--- src/rtl/seg_scan_ctrl.sv ---
// Time-multiplexed 7-segment scan controller: per-digit code/blank storage, IDLE/GUARD/ON
// scan FSM, registered anode selects, decoder code and frame wrap pulse.
module seg_scan_ctrl #(
    parameter int N_DIGITS = 4,
    parameter int DIV      = 50000,
    parameter int GUARD    = 4,
    localparam int AW      = $clog2(N_DIGITS)
) (
    input  logic                clk,
    input  logic                rst_n,
    input  logic                en,
    input  logic                wr_en,
    input  logic [AW-1:0]       wr_addr,
    input  logic [3:0]          wr_data,
    input  logic                wr_blank,
    output logic [3:0]          code_out,
    output logic [N_DIGITS-1:0] dig_an,
    output logic [AW-1:0]       scan_idx,
    output logic                frame_tick
);

    localparam int CMAX = (DIV > GUARD) ? DIV : GUARD;
    localparam int CW   = $clog2(CMAX + 1);

    typedef enum logic [1:0] {
        S_IDLE,
        S_GUARD,
        S_ON
    } state_t;

    state_t              state, state_nxt;
    logic [CW-1:0]       cnt, cnt_nxt;
    logic [AW-1:0]       idx_nxt;
    logic                tick_nxt;
    logic [N_DIGITS-1:0] an_nxt;
    logic [3:0]          code_nxt;

    logic [3:0]          code_mem [N_DIGITS];
    logic [N_DIGITS-1:0] blank_q;

    // Digit storage; out-of-range addresses are dropped silently.
    always_ff @(posedge clk or negedge rst_n) begin
        if (!rst_n) begin
            for (int i = 0; i < N_DIGITS; i++) begin
                code_mem[i] <= 4'd0;
            end
            blank_q <= '1;
        end else if (wr_en && (32'(wr_addr) < N_DIGITS)) begin
            code_mem[wr_addr] <= wr_data;
            blank_q[wr_addr]  <= wr_blank;
        end
    end

    always_comb begin
        state_nxt = state;
        cnt_nxt   = cnt;
        idx_nxt   = scan_idx;
        tick_nxt  = 1'b0;
        if (!en) begin
            state_nxt = S_IDLE;
            cnt_nxt   = '0;
            idx_nxt   = '0;
        end else begin
            case (state)
                S_IDLE: begin
                    state_nxt = S_GUARD;
                    cnt_nxt   = '0;
                end
                S_GUARD: begin
                    if (cnt == CW'(GUARD - 1)) begin
                        state_nxt = S_ON;
                        cnt_nxt   = '0;
                    end else begin
                        cnt_nxt = cnt + 1'b1;
                    end
                end
                S_ON: begin
                    if (cnt == CW'(DIV - 1)) begin
                        state_nxt = S_GUARD;
                        cnt_nxt   = '0;
                        if (scan_idx == AW'(N_DIGITS - 1)) begin
                            idx_nxt  = '0;
                            tick_nxt = 1'b1;
                        end else begin
                            idx_nxt = scan_idx + 1'b1;
                        end
                    end else begin
                        cnt_nxt = cnt + 1'b1;
                    end
                end
                default: begin
                    state_nxt = S_IDLE;
                    cnt_nxt   = '0;
                    idx_nxt   = '0;
                end
            endcase
        end
    end

    // Outputs are precomputed from next-state so they are registered yet aligned with the state.
    // Storage is read before this edge's write, so a write shows up one cycle after its edge.
    always_comb begin
        an_nxt   = '1;
        code_nxt = 4'd0;
        if (state_nxt != S_IDLE) begin
            code_nxt = code_mem[idx_nxt];
        end
        if (state_nxt == S_ON && !blank_q[idx_nxt]) begin
            an_nxt[idx_nxt] = 1'b0;
        end
    end

    always_ff @(posedge clk or negedge rst_n) begin
        if (!rst_n) begin
            state      <= S_IDLE;
            cnt        <= '0;
            scan_idx   <= '0;
            frame_tick <= 1'b0;
            dig_an     <= '1;
            code_out   <= 4'd0;
        end else begin
            state      <= state_nxt;
            cnt        <= cnt_nxt;
            scan_idx   <= idx_nxt;
            frame_tick <= tick_nxt;
            dig_an     <= an_nxt;
            code_out   <= code_nxt;
        end
    end

endmodule

--- config.mk ---
export PLATFORM = sky130hd
export DESIGN_NAME = seg_scan_ctrl
export DESIGN_NICKNAME = d
export VERILOG_FILES = /design/src/rtl/seg_scan_ctrl.sv
export SDC_FILE = /design/constraint.sdc
export NUM_CORES = 1
export LEC_CHECK = 0
export CAP_MARGIN = 40
export CORE_MARGIN = 2
export CORE_UTILIZATION = 55
export CTS_BUF_LIST = sky130_fd_sc_hd__clkbuf_4 sky130_fd_sc_hd__clkbuf_8
export DETAILED_ROUTE_END_ITERATION = 8
export GPL_TIMING_DRIVEN = 0
export PLACE_DENSITY = 0.77
export REMOVE_ABC_BUFFERS = 1
export SYNTH_ARGS = -nofsm -noshare
export SYNTH_HDL_FRONTEND = slang
export SYNTH_SLANG_ARGS = --single-unit
--- constraint.sdc ---
create_clock -name clk -period 5.25 [get_ports clk]
set_clock_uncertainty 0.2 [all_clocks]
set_input_delay 0.7875 -clock clk [delete_from_list [all_inputs] [get_ports clk]]
set_output_delay 0.7875 -clock clk [all_outputs]
set_load 0.05 [all_outputs]
* After elaboration in Yosys (flattened, before gate mapping)
Index checks and enable logic that the tools add are counted.
** Cells by class
- Add/sub/neg operators :: 2
- $mul :: 0
- Divide/modulo/power cells :: 0
- Order comparisons :: 7
- Equal/unequal tests :: 6
- Shift operators :: 0
- Mux-type cells :: 31
- Bitwise logic cells :: 3
- Reduce and logical (&&, ||, !) cells :: 8
** Operators by type and width (count)
- $mux W16 :: 3
- $pmux W16 S2 :: 1
- $mux W4 :: 5
- $add A16 B1 Y16 const B :: 1
- $bwmux W16 :: 1
- $eq A16 B16 Y1 const B :: 1
- $eq A16 B2 Y1 const B :: 1
- $mux W2 :: 6
- $bmux W4 S2 :: 1
- $demux W4 S2 :: 1
- $mux W1 :: 7
- $eq A2 B2 Y1 const B :: 3
- $ge A3 B3 Y1 const B :: 2
- $lt A2 B3 Y1 const B :: 2
- $not A2 Y3 :: 2
- $pmux W2 S3 :: 1
- $bwmux W4 :: 1
- $demux W1 S2 :: 2
- $ge A2 B1 Y1 const B :: 2
- $logic_and A1 B1 Y1 :: 4
- $not A4 Y4 :: 1
- $pmux W2 S2 :: 1
- $lt A3 B1 Y1 const B :: 1
- $add A2 B1 Y2 const B :: 1
- 6 further kinds :: 6
** Word-level totals
- Register bits after elaboration :: 49
- Bits in latches :: 0
- Memory bits (writable) :: 0
- Memory bits (read-only) :: 0
- Input port bits :: 11
- Output and inout port bits :: 11
- Memories kept :: 0

* Logic depth before layout (Yosys ltp)
Gate-level depths: netlist of the first run.
- Word-level depth :: 11
- Mapped depth :: 8
- Depth with buffers taken out :: 8

* Worst setup path after synthesis of the first run
OpenSTA, ideal clock, no wires.
- Kind :: register to register
- Start :: reg scan_idx[0]
- End :: reg code_out[0]
- Library setup time :: 0.119 ns
- Arrival :: 1.923 ns
- Required time :: 4.931 ns
- Slack :: 3.008 ns
- Stages on the path, launching flop included :: 8
- Buffers on the path :: 0
- Period minus slack after synthesis :: 2.242 ns
- Cell sequence :: dfrtp_1 > ha_1 > nand2_1 > and2_1 > mux2i_4 > mux2i_1 > o221ai_1 > and2_1
** Between the ends
- Longest elaborated chain between the ends :: 10
- Elaborated cells on any way between the ends :: 11
- Classes of those cells :: add/sub (1); eq/ne (1); mux (8); bitwise (1)
** RTL lines
- start: declaration :: RTL line 18 : output logic [AW-1:0] scan_idx,
- start signal: assignment :: RTL line 124 : scan_idx <= idx_nxt;
- $add A2 B1 Y2 / $eq A2 B2 Y1 (equally long branches) :: RTL line 85, 81
- $mux W2 :: RTL line 81 : if (scan_idx == AW'(N_DIGITS - 1)) begin
- $mux W2 :: RTL line 78 : if (cnt == CW'(DIV - 1)) begin
- $pmux W2 S2 (*) :: RTL line 64 : case (state)
- $mux W2 (*) :: RTL line 59 : if (!en) begin
- $not A2 Y3 (not written as such) (*) :: RTL line 106 : code_nxt = code_mem[idx_nxt];
- $bmux W4 S2 (*) :: RTL line 106
- $mux W4 (not written as such) (*) (2 in series) :: RTL line 106
- $mux W4 (*) :: RTL line 105 : if (state_nxt != S_IDLE) begin
- via code_nxt[0] :: RTL line 36 : logic [3:0] code_nxt;
- end signal: assignment :: RTL line 127 : code_out <= code_nxt;
- end: declaration :: RTL line 16 : output logic [3:0] code_out,
Mark *: on every way through the listed nets, which the timed path passes. The rest lies on a longest branch. The select of a mux whose other input is x is not followed.
A chain may end at the register's enable or synchronous reset.

* Worst setup path in the final report of the first run
- Start :: reg dig_an[2]
- End :: out dig_an[2]
** RTL lines
- start: declaration :: RTL line 17 : output logic [N_DIGITS-1:0] dig_an,
- start signal: assignment :: RTL line 126 : dig_an <= an_nxt;
No word-level cell between the ends.

==> flow_summary.yaml, run 1 <==
pwr:
  switching_share_pct: 23.5
  p_per_area_nw_per_um2: 287
  ir_worst_vdd_uv: 243
  p_leak_nw: 1.14
  p_int_mw: 0.609
  power.switching_mw: 0.187
  seqPwrFrac_pct: 54.0
  power_frac_clock_pct: 33.9
  comb_power_share_pct: 12.1
  p_total_mw: 0.796
global_routing:
  grtUsageMet2_pct: 28.5
  gr-usage-met3_pct: 3.63
  busiest_layer: "met2"
  grt_max_degree: 30
  grt_first_pass_wirelength_um: 7360
  gr-total-overflow: 0
  grt_pass1_vias: 1591
  track_usage_pct: 19.2
  antenna_found_initial: 0
  use_met1_pct: 27.2
clock_tree:
  clock_latency_ns: 0.30
  clk_pin_slew_worst_paths_ns: 0.09
  cts_tree: "done"
  clockBufferDepth: 2
  ctsHtreeMaxLevel: 2
  post_cts_resized: 0
  clock-sinks: 49
  cts_setup_buffers: 0
  numCtsBuffers: 5
  clock-root-buffer: "clkbuf_8"
  holdBufCountCts: 0
route:
  ant_nets: 0
  firstDrtPassIters: 4
  drc: 0
  totalWireLength_um: 4290
  drtIter0Drc: 97
  routed_via_density: 5.58
  wire_per_inst_um: 14.7
  vias: 1630
status:
  status: "completed"
layout:
  fillers: 315
  layout-drive-gt1-share_pct: 16.5
  area_growth_pct: 16.6
  final-seq-area_um2: 1240
  antennaDiodeCount: 0
  final_cells: 292
  multi_input_area_um2: 1100
  final_nets: 258
timing:
  rsz0062_at_grt: "false"
  hold_viol_final: 0
  worst_slew_pin_slew_ns: 0.623
  fin_tns_setup_ns: 0
  fin_crit_ns: 2.60
  slew_viol_final: 0
  fin_crit_sh_pct: 49.6
  setup_viol: 0
  max_clock_freq_mhz: 384
  slew_headroom_pct: 58.4
  fin_ws_ns: 2.65
  hold-worst-slack_ns: 0.229
logic_synthesis:
  netlist_area_um2: 2380
  syn_inst: 214
  yosysWarnings: 0
  ys_ff_latch: 49
  synth_seq_area_share_pct: 51.9
  ys_types: 38
  avgSynthCellArea_um2: 11.1
placement:
  gp_congestion: 0.832
  dp_cells: 284
  dp_hpwl_um: 3080
  dpl_worst_slack_ns: 2.45
  io_buffer_count: 21
hold_path:
  hold_class: "primary input to asynchronous set/reset pin"
setup_path:
  end_kind: "output port"
  crit_path_max_incr_delay_ns: 0.79
  critPathMaxFanout: 1
  path_delay_family: "buffers and inverters"
  cp.required_ns: 4.26
  critPathLaunchType: "flip-flop"
  worst-path-buf-inv: 1
  arrival_ns: 1.62
  path_class: "flip-flop to output port"
  path_cells: "clkdlybuf4s50_1"
  cpMaxStageDelayCell: "clkdlybuf4s50_1"
floorplan:
  rows: 23
  start_util_pct: 58.3
  die_area_um2: 4870
  die_w_um: 69.8
  die-height_um: 69.8
  coreArea_um2: 4090
  io_pins: 22
run:
  cap_violations: 0
## worst paths after layout
| path | endpoint | from | cells past startpoint | slack [ns] |
|---|---|---|---|---|
| setup / recovery | dig_an[2] | dig_an[2] | 1 | 2.65 |
| hold / removal | cnt[4] | rst_n | 1 | 0.23 |
| setup reg to reg | code_out[1] | cnt[0] | 7 | 2.70 |
| hold reg to reg | cnt[0] | cnt[0] | 1 | 0.29 |
| max in group asynchronous | dig_an[1] | rst_n | 2 | 4.04 |
| min in group clk | cnt[0] | cnt[0] | 1 | 0.29 |
## cells in the final DEF (no fill, tap or decap), drive strengths merged, types with 2 or more instances in the layout
cell           count
dfrtp             41
nor2              24
clkdlybuf4s50     20
mux2              17
nand3             16
nand2             14
inv                9
dfstp              8
xor2               7
xnor2              7
nand4              7
o21ai              7
and2               6
ha                 6
mux2i              6
clkbuf             6
and3               5
nand2b             4
o221ai             4
nor4               4
buf                3
and4               2
nor2b              2
a21oi              2
or3                2
nand3b             2
## cell usage after synthesis (all sizes together)
cell type / instances / area (µm²)
o21ai: 7 / 35.0
nand3: 16 / 80.1
mux2: 17 / 191
o21a: 1 / 7.51
ha: 6 / 75.1
nand3b: 2 / 15.0
and4: 2 / 17.5
nor3: 1 / 5.00
dfstp: 8 / 210
nor4: 4 / 40.0
inv: 9 / 33.8
xor2: 7 / 61.3
and3: 5 / 31.3
buf: 1 / 5.00
clkbuf: 2 / 7.51
nor2: 24 / 90.1
a21oi: 2 / 10.0
mux2i: 6 / 72.6
dfrtp: 41 / 1030
nand2: 14 / 52.6
nor4b: 1 / 23.8
nor3b: 1 / 7.51
o211ai: 1 / 7.51
nand4b: 1 / 8.76
and2: 6 / 37.5
or3: 2 / 12.5
nand4: 7 / 58.8
o221ai: 4 / 35.0
nand2b: 4 / 25.0
a21o: 1 / 7.51
a22oi: 1 / 7.51
nor2b: 2 / 12.5
a22o: 1 / 8.76
xnor2: 7 / 61.3
## kinds of logic (layout without fill, tap and decap cells)
logic type / Yosys count / in the layout / share of synthesized area, %
fa+ha+maj: 6 / 6 / 3.15
compound gates: 18 / 18 / 4.99
simple gates: 92 / 92 / 21.8
buf+inv: 12 / 40 / 1.94
flops: 49 / 49 / 51.9
mux: 23 / 23 / 11.1
xor+xnor: 14 / 14 / 5.15
## power by group through the flow
stage / Sequential [mW] / Combinational [mW] / Clock, mW
after global placement: 0.435 / 0.0925 / 0
final: 0.430 / 0.0965 / 0.270
after CTS: 0.431 / 0.0977 / 0.279
after floorplan: 0.444 / 0.0505 / 0
after detailed placement: 0.438 / 0.0967 / 0
after global routing: 0.435 / 0.107 / 0.294
## layout make-up
| type | count | area share, % |
|---|---|---|
| inverter | 9 | 1.22 |
| timing repair buffer | 23 | 8.29 |
| tap | 50 | 2.25 |
| multi-input combinational | 153 | 39.6 |
| clock buffer | 6 | 2.75 |
| clock inverter | 2 | 1.40 |
| sequential | 49 | 44.5 |
## sequential cells by signal (all words and copies together), names as in the netlist
register,count
cnt,16
dig_an,4
scan_idx,2
blank_q,4
state,2
frame_tick,1
code_mem,16
code_out,4
## worst register-to-register path: cells and delay by family, from the launching register on
family                     cells  cell delay [ns]
AOI/OAI and AO/OA              1             0.13
adders and majority gates      1             0.22
DFF                            1             0.39
muxes                          2             0.72
and+or+nand+nor                3             0.78
## routing by layer
layer	share of wire (%)	vias to the layer above
li1	-	816
met1	48	765
met2	46	41
met3	4.1	8
met4	1.7	0
met5	0	-
## per-stage QoR
| stage | area [µm²] | util, % |
|---|---|---|
| after floorplan | 2370 | - |
| after global placement | 2640 | 64.6 |
| after detailed placement | 2660 | 65.1 |
| after CTS | 2780 | 67.9 |
| after global routing | 2780 | 67.9 |
| final | 2780 | 67.9 |
Power figures use the tool's default switching activity.
==> inputs of run 2 (changes only) <==
- clock period: 5.25 -> 2.6 ns (I/O delays scaled with it)
==> run 2 against run 1 <==
Effect of this change:
- utilization is 1.4 points higher
- clock power is 100% higher
- die area stayed put
- register-to-register slack worse by 2.5 ns
- combinational power is 110% higher
- clock-buffer cell count stayed put
==> flow_summary.yaml, run 2 (synthesis results as in run 1) <==
placement:
  dp_hpwl_um: 3080
  io_buffer_count: 21
  gp_congestion: 0.832
pwr:
  ir_worst_vdd_uv: 490
  p_total_mw: 1.62
  p_leak_nw: 1.18
  p_per_area_nw_per_um2: 570
clock_tree:
  clockBufferDepth: 2
  clk_pin_slew_worst_paths_ns: 0.08
  numCtsBuffers: 5
  clock-root-buffer: "clkbuf_8"
  ctsHtreeMaxLevel: 2
  clock_latency_ns: 0.30
  cts_tree: "done"
  clock-sinks: 49
floorplan:
  io_pins: 22
  coreArea_um2: 4090
  rows: 23
  die_area_um2: 4870
  start_util_pct: 58.3
  die_w_um: 69.8
  die-height_um: 69.8
timing:
  max_clock_freq_mhz: 412
  rsz0062_at_grt: "false"
  setup_viol: 0
  fin_tns_setup_ns: 0
  fin_crit_ns: 2.43
  hold_viol_final: 0
  fin_crit_sh_pct: 93.3
  slew_viol_final: 0
  slew_headroom_pct: 64.7
  worst_slew_pin_slew_ns: 0.528
setup_path:
  worst-path-buf-inv: 1
  path_delay_family: "multiplexers"
  critPathMaxFanout: 5
  critPathLaunchType: "flip-flop"
  end_kind: "flip-flop"
  path_cells: "ha_1, nor4b_4, buf_4, nand4_4, mux2i_4, mux2i_1, o221ai_1, and2_1"
  r2r_setup_slack_ns: 0.17
  crit_path_max_incr_delay_ns: 0.39
  arrival_ns: 2.42
  path_class: "flip-flop to flip-flop"
  cp.required_ns: 2.60
  cpMaxStageDelayCell: "dfrtp_1"
layout:
  top_regs: "cnt: 16 flops, code_mem: 16 flops"
  antennaDiodeCount: 0
  final_nets: 263
  fillers: 308
  final_util_pct: 69.3
  final_cell_mix: "41 x dfrtp_1, 24 x nor2_1, 20 x clkdlybuf4s50_1, 17 x mux2_2, 15 x nand3_1"
  final_common_cell: "dfrtp_1"
  layout-drive-gt1-share_pct: 18.2
  area_growth_pct: 19.0
global_routing:
  grt_max_degree: 30
  grt_pass1_vias: 1597
  grt_first_pass_wirelength_um: 7390
  gr-total-overflow: 0
  antenna_found_initial: 0
  track_usage_pct: 19.3
route:
  wl_met2_um: 2140
  drtIter0Drc: 190
  wl_met3_um: 202
  ant_nets: 0
  topRoutingLayerUsed: "met4"
  firstDrtPassIters: 4
  met1_length_um: 2170
  drc: 0
  routed_via_density: 5.63
  wire_per_inst_um: 15.6
  totalWireLength_um: 4620
  vias: 1672
status:
  status: "completed"
hold_path:
  hold_class: "flip-flop to flip-flop"
run:
  cap_violations: 0
run 2: final cells by class:
class / count / area (µm²) / share of cell area (%)
Clock buffer: 6 / 76.3 / 2.69
Multi-Input combinational cell: 155 / 1130 / 39.9
Sequential cell: 49 / 1240 / 43.6
Tap cell: 50 / 62.6 / 2.21
Clock inverter: 2 / 38.8 / 1.37
Timing Repair Buffer: 26 / 255 / 9.01
Inverter: 9 / 33.8 / 1.19
run 2: through the flow:
stage,setup slack (ns),std cells,hold WS [ns],cell area [µm²]
final,0.174,297,0.294,2830
after CTS,0.0480,293,0.289,2790
after global routing,0.0489,297,0.313,2830
after floorplan,0.358,211,-0.106,2370
after global placement,-0.357,282,0.271,2640
after detailed placement,0.0795,284,0.170,2660
run 2: worst paths after layout:
check / from / to / cells after the start
worst max-delay path: cnt[0] / code_out[1] / 8
worst min-delay path: cnt[0] / cnt[0] / 1
worst max register to register: cnt[0] / code_out[1] / 8
worst min register to register: cnt[0] / cnt[0] / 1
max in group asynchronous: rst_n / dig_an[1] / 3
min in group asynchronous: rst_n / cnt[4] / 2
run 2: layer usage:
layer,GRT usage [%],vias up
li1,-,824
met1,27.3,789
met2,28.6,47
met3,3.63,12
met4,9.19,0
met5,0,-
run 2: power by group:
group | switching (mW) | total [mW] | internal (mW)
sequential | 0.0323 | 0.869 | 0.837
combinational | 0.104 | 0.199 | 0.0953
clock | 0.248 | 0.547 | 0.299
run 2: timing repair:
action / 4_1_cts / 5_1_grt
hold endpoints to repair: 20 / 0
hold buffers: 1 / 0
endpoints found under the setup margin: 0 / 20
setup buffers: 0 / 2
resized for setup: 0 / 1
run 2: worst reg2reg max path, delay by kind of cell, from the launching register on:
family,cells,cell delay (ns)
AOI/OAI and AO/OA,1,0.13
adders and majority gates,1,0.22
buffers and inverters,1,0.19
DFF,1,0.39
muxes,2,0.62
and+or+nand+nor,3,0.57
==> inputs of run 3 (changes only) <==
- ABC_AREA: not set -> 1
- PLACE_DENSITY: 0.77 -> 0.76
==> run 3 against run 2 <==
Effect of this change:
- worst setup slack better by 0.15 ns
- sequential power decreased by 1%
- utilization is 2.8 points lower
- routed wire length rose by 8.2%
- non-clock buffer count shrank 3
- clock-buffer cell count decreased by 1
- via count grew 24%
- fmax is 6.5% higher
- critical path type unchanged
==> flow_summary.yaml, run 3 <==
pwr:
  seqPwrFrac_pct: 54.2
  comb_power_share_pct: 10.7
  ir_worst_vdd_uv: 358
  p_leak_nw: 1.41
  p_int_mw: 1.18
  power.switching_mw: 0.402
  power_frac_clock_pct: 35.1
  p_per_area_nw_per_um2: 539
  switching_share_pct: 25.4
global_routing:
  grt_pass1_vias: 2008
  antenna_found_initial: 0
  grt_first_pass_wirelength_um: 8940
  grt_max_degree: 34
  gr-total-overflow: 0
  track_usage_pct: 22.2
clock_tree:
  post_cts_resized: 0
  clk_pin_slew_worst_paths_ns: 0.09
  clockBufferDepth: 2
  ctsHtreeMaxLevel: 2
  clock-sinks: 49
  cts_tree: "done"
  clock_latency_ns: 0.31
  numCtsBuffers: 5
  clock-root-buffer: "clkbuf_8"
timing:
  slew_headroom_pct: 59.4
  worst_slew_pin_slew_ns: 0.607
  hold_viol_final: 0
  max_clock_freq_mhz: 439
  slew_viol_final: 0
  fin_crit_ns: 2.28
  setup_viol: 0
  hold-worst-slack_ns: 0.292
  fin_crit_sh_pct: 87.6
  rsz0062_at_grt: "false"
route:
  ant_nets: 0
  wire_per_inst_um: 12.9
  vias: 2078
  drc: 0
  drtIter0Drc: 122
  routed_via_density: 5.37
  totalWireLength_um: 5000
  firstDrtPassIters: 4
layout:
  final_common_cell: "nand2_1"
  final_nets: 351
  final_cells: 387
  fin_area_um2: 2940
  antennaDiodeCount: 0
  final_cell_mix: "78 x nand2_1, 41 x dfrtp_1, 32 x inv_1, 30 x nor2_1, 26 x nand3_1"
  layout-drive-gt1-share_pct: 12.8
  top_regs: "cnt: 16 flops, code_mem: 16 flops"
  area_growth_pct: 14.4
floorplan:
  die_w_um: 72.3
  rows: 24
  coreArea_um2: 4410
  start_util_pct: 58.1
  die-height_um: 72.3
  die_area_um2: 5230
  io_pins: 22
placement:
  io_buffer_count: 21
  dpl-instance-area_um2: 2810
  dp_cells: 378
  gp_congestion: 0.874
  dp_hpwl_um: 3600
setup_path:
  critPathMaxFanout: 15
  end_kind: "flip-flop"
  reg2reg_to: "cnt[4]"
  r2r-start: "cnt[0]"
  critPathLaunchType: "flip-flop"
  cp.required_ns: 2.61
  r2r_setup_slack_ns: 0.32
  r2r.worst_path.cells: 8
  path_cells: "ha_1, nand3_4, nor2_4, nand2_2, nand2_1, nand2_1, nand3_1, nor3b_1"
  arrival_ns: 2.29
  crit_path_max_incr_delay_ns: 0.42
  crit_top_cell: "nand2_1"
  cpMaxStageDelayCell: "dfrtp_1"
  path_class: "flip-flop to flip-flop"
logic_synthesis:
  synth_edf_count: 0
  synth_top_area_share_pct: 40.0
  synth.area.top_cells: "dfrtp_1 40%, nand2_1 11%, dfstp_2 8.2%"
  syn_inst: 308
  netlist_top_cells_count: "78 x nand2_1, 41 x dfrtp_1, 32 x inv_1"
  synth.most_common_cell: "nand2_1"
  avgSynthCellArea_um2: 8.33
  netlist_area_um2: 2570
  synth_seq_area_share_pct: 48.2
  synth_top_flop_cell: "dfrtp_1"
  ys_ff_latch: 49
  synthArstFlopShare_pct: 100
  synth_top_area_cell: "dfrtp_1"
  yosysWarnings: 0
  ys_types: 32
hold_path:
  hold_class: "flip-flop to flip-flop"
  min_to: "cnt[0]"
  min_path_cells: 1
  min_from: "cnt[0]"
run:
  cap_violations: 0
status:
  status: "completed"
[run 3: cell count changes after synthesis, moves of 5 or more]
cell,previous run,this run
nand2_1,14,78
xnor2_1,7,1
nand3_1,16,26
nand2_2,0,6
nor2_1,24,30
and2_1,6,0
nand3_2,0,6
mux2_2,17,0
inv_1,9,32
o21ai_0,6,23
mux2i_1,5,0
nor3_1,1,10
and3_1,5,0
[run 3: how the worst max path moves through the flow]
stage,startpoint,endpoint,slack [ns],depth (start not counted)
CTS,cnt[0],cnt[4],0.28,8
global placement,rst_n,code_mem[6],-0.41,1
floorplan,scan_idx[1],code_out[2],0.66,11
global route,cnt[0],cnt[4],0.08,8
detailed placement,cnt[0],cnt[9],0.31,8
finish,cnt[0],cnt[4],0.32,8
[run 3: critical path, delay by kind of cell (launching register included)]
family                     cells  cell delay, ns
DFF                            1            0.42
and+or+nand+nor                7            1.25
adders and majority gates      1            0.30
[run 3: logic make-up (layout without fill, tap and decap cells)]
kind of cell | after synthesis | in the layout | share of synthesized area (%)
simple gates | 174 | 174 | 32.6
flops | 49 | 49 | 48.2
buf+inv | 41 | 68 | 7.31
compound gates | 32 | 32 | 6.92
fa+ha+maj | 6 | 6 | 2.93
xor+xnor | 6 | 6 | 2.05
[run 3: stage by stage]
step           total power [mW]  setup WS (ns)  setup TNS [ns]  util, %
2_1_floorplan             0.969          0.658               0        -
3_3_place_gp               1.03         -0.414          -16.85     63.4
3_5_place_dp               1.04          0.315               0     63.7
4_1_cts                    1.59          0.284               0     66.5
5_1_grt                    1.66         0.0760               0     66.5
6_report                   1.58          0.323               0     66.5
[run 3: repair_timing]
item | CTS | global route
hold buffers | 1 | 0
buffers inserted | 0 | 0
hold endpoints to repair | 10 | 0
[run 3: area by class of cell]
class                   instances  area [µm²]
fillers                       387        1480
flip-flops and latches         49        1240
multi-input cells             218        1140
repair buffers                 23         235
inverters                      37         144
clock buffers                   5        68.8
well taps                      52        65.1
clock inverters                 3        43.8
[run 3: layer usage]
metal	routed length, µm	vias to the layer above	GRT usage, %
li1	-	1047	-
met4	83	0	7.76
met2	2300	41	35.9
met1	2410	982	30.0
met5	0	-	0
met3	213	8	4.31
[run 3: power groups by stage]
stage / sequential (mW) / combinational, mW / clock [mW]
2_1_floorplan: 0.882 / 0.0867 / 0
3_3_place_gp: 0.870 / 0.162 / 0
3_5_place_dp: 0.871 / 0.170 / 0
4_1_cts: 0.857 / 0.174 / 0.563
5_1_grt: 0.863 / 0.198 / 0.595
6_report: 0.857 / 0.170 / 0.555
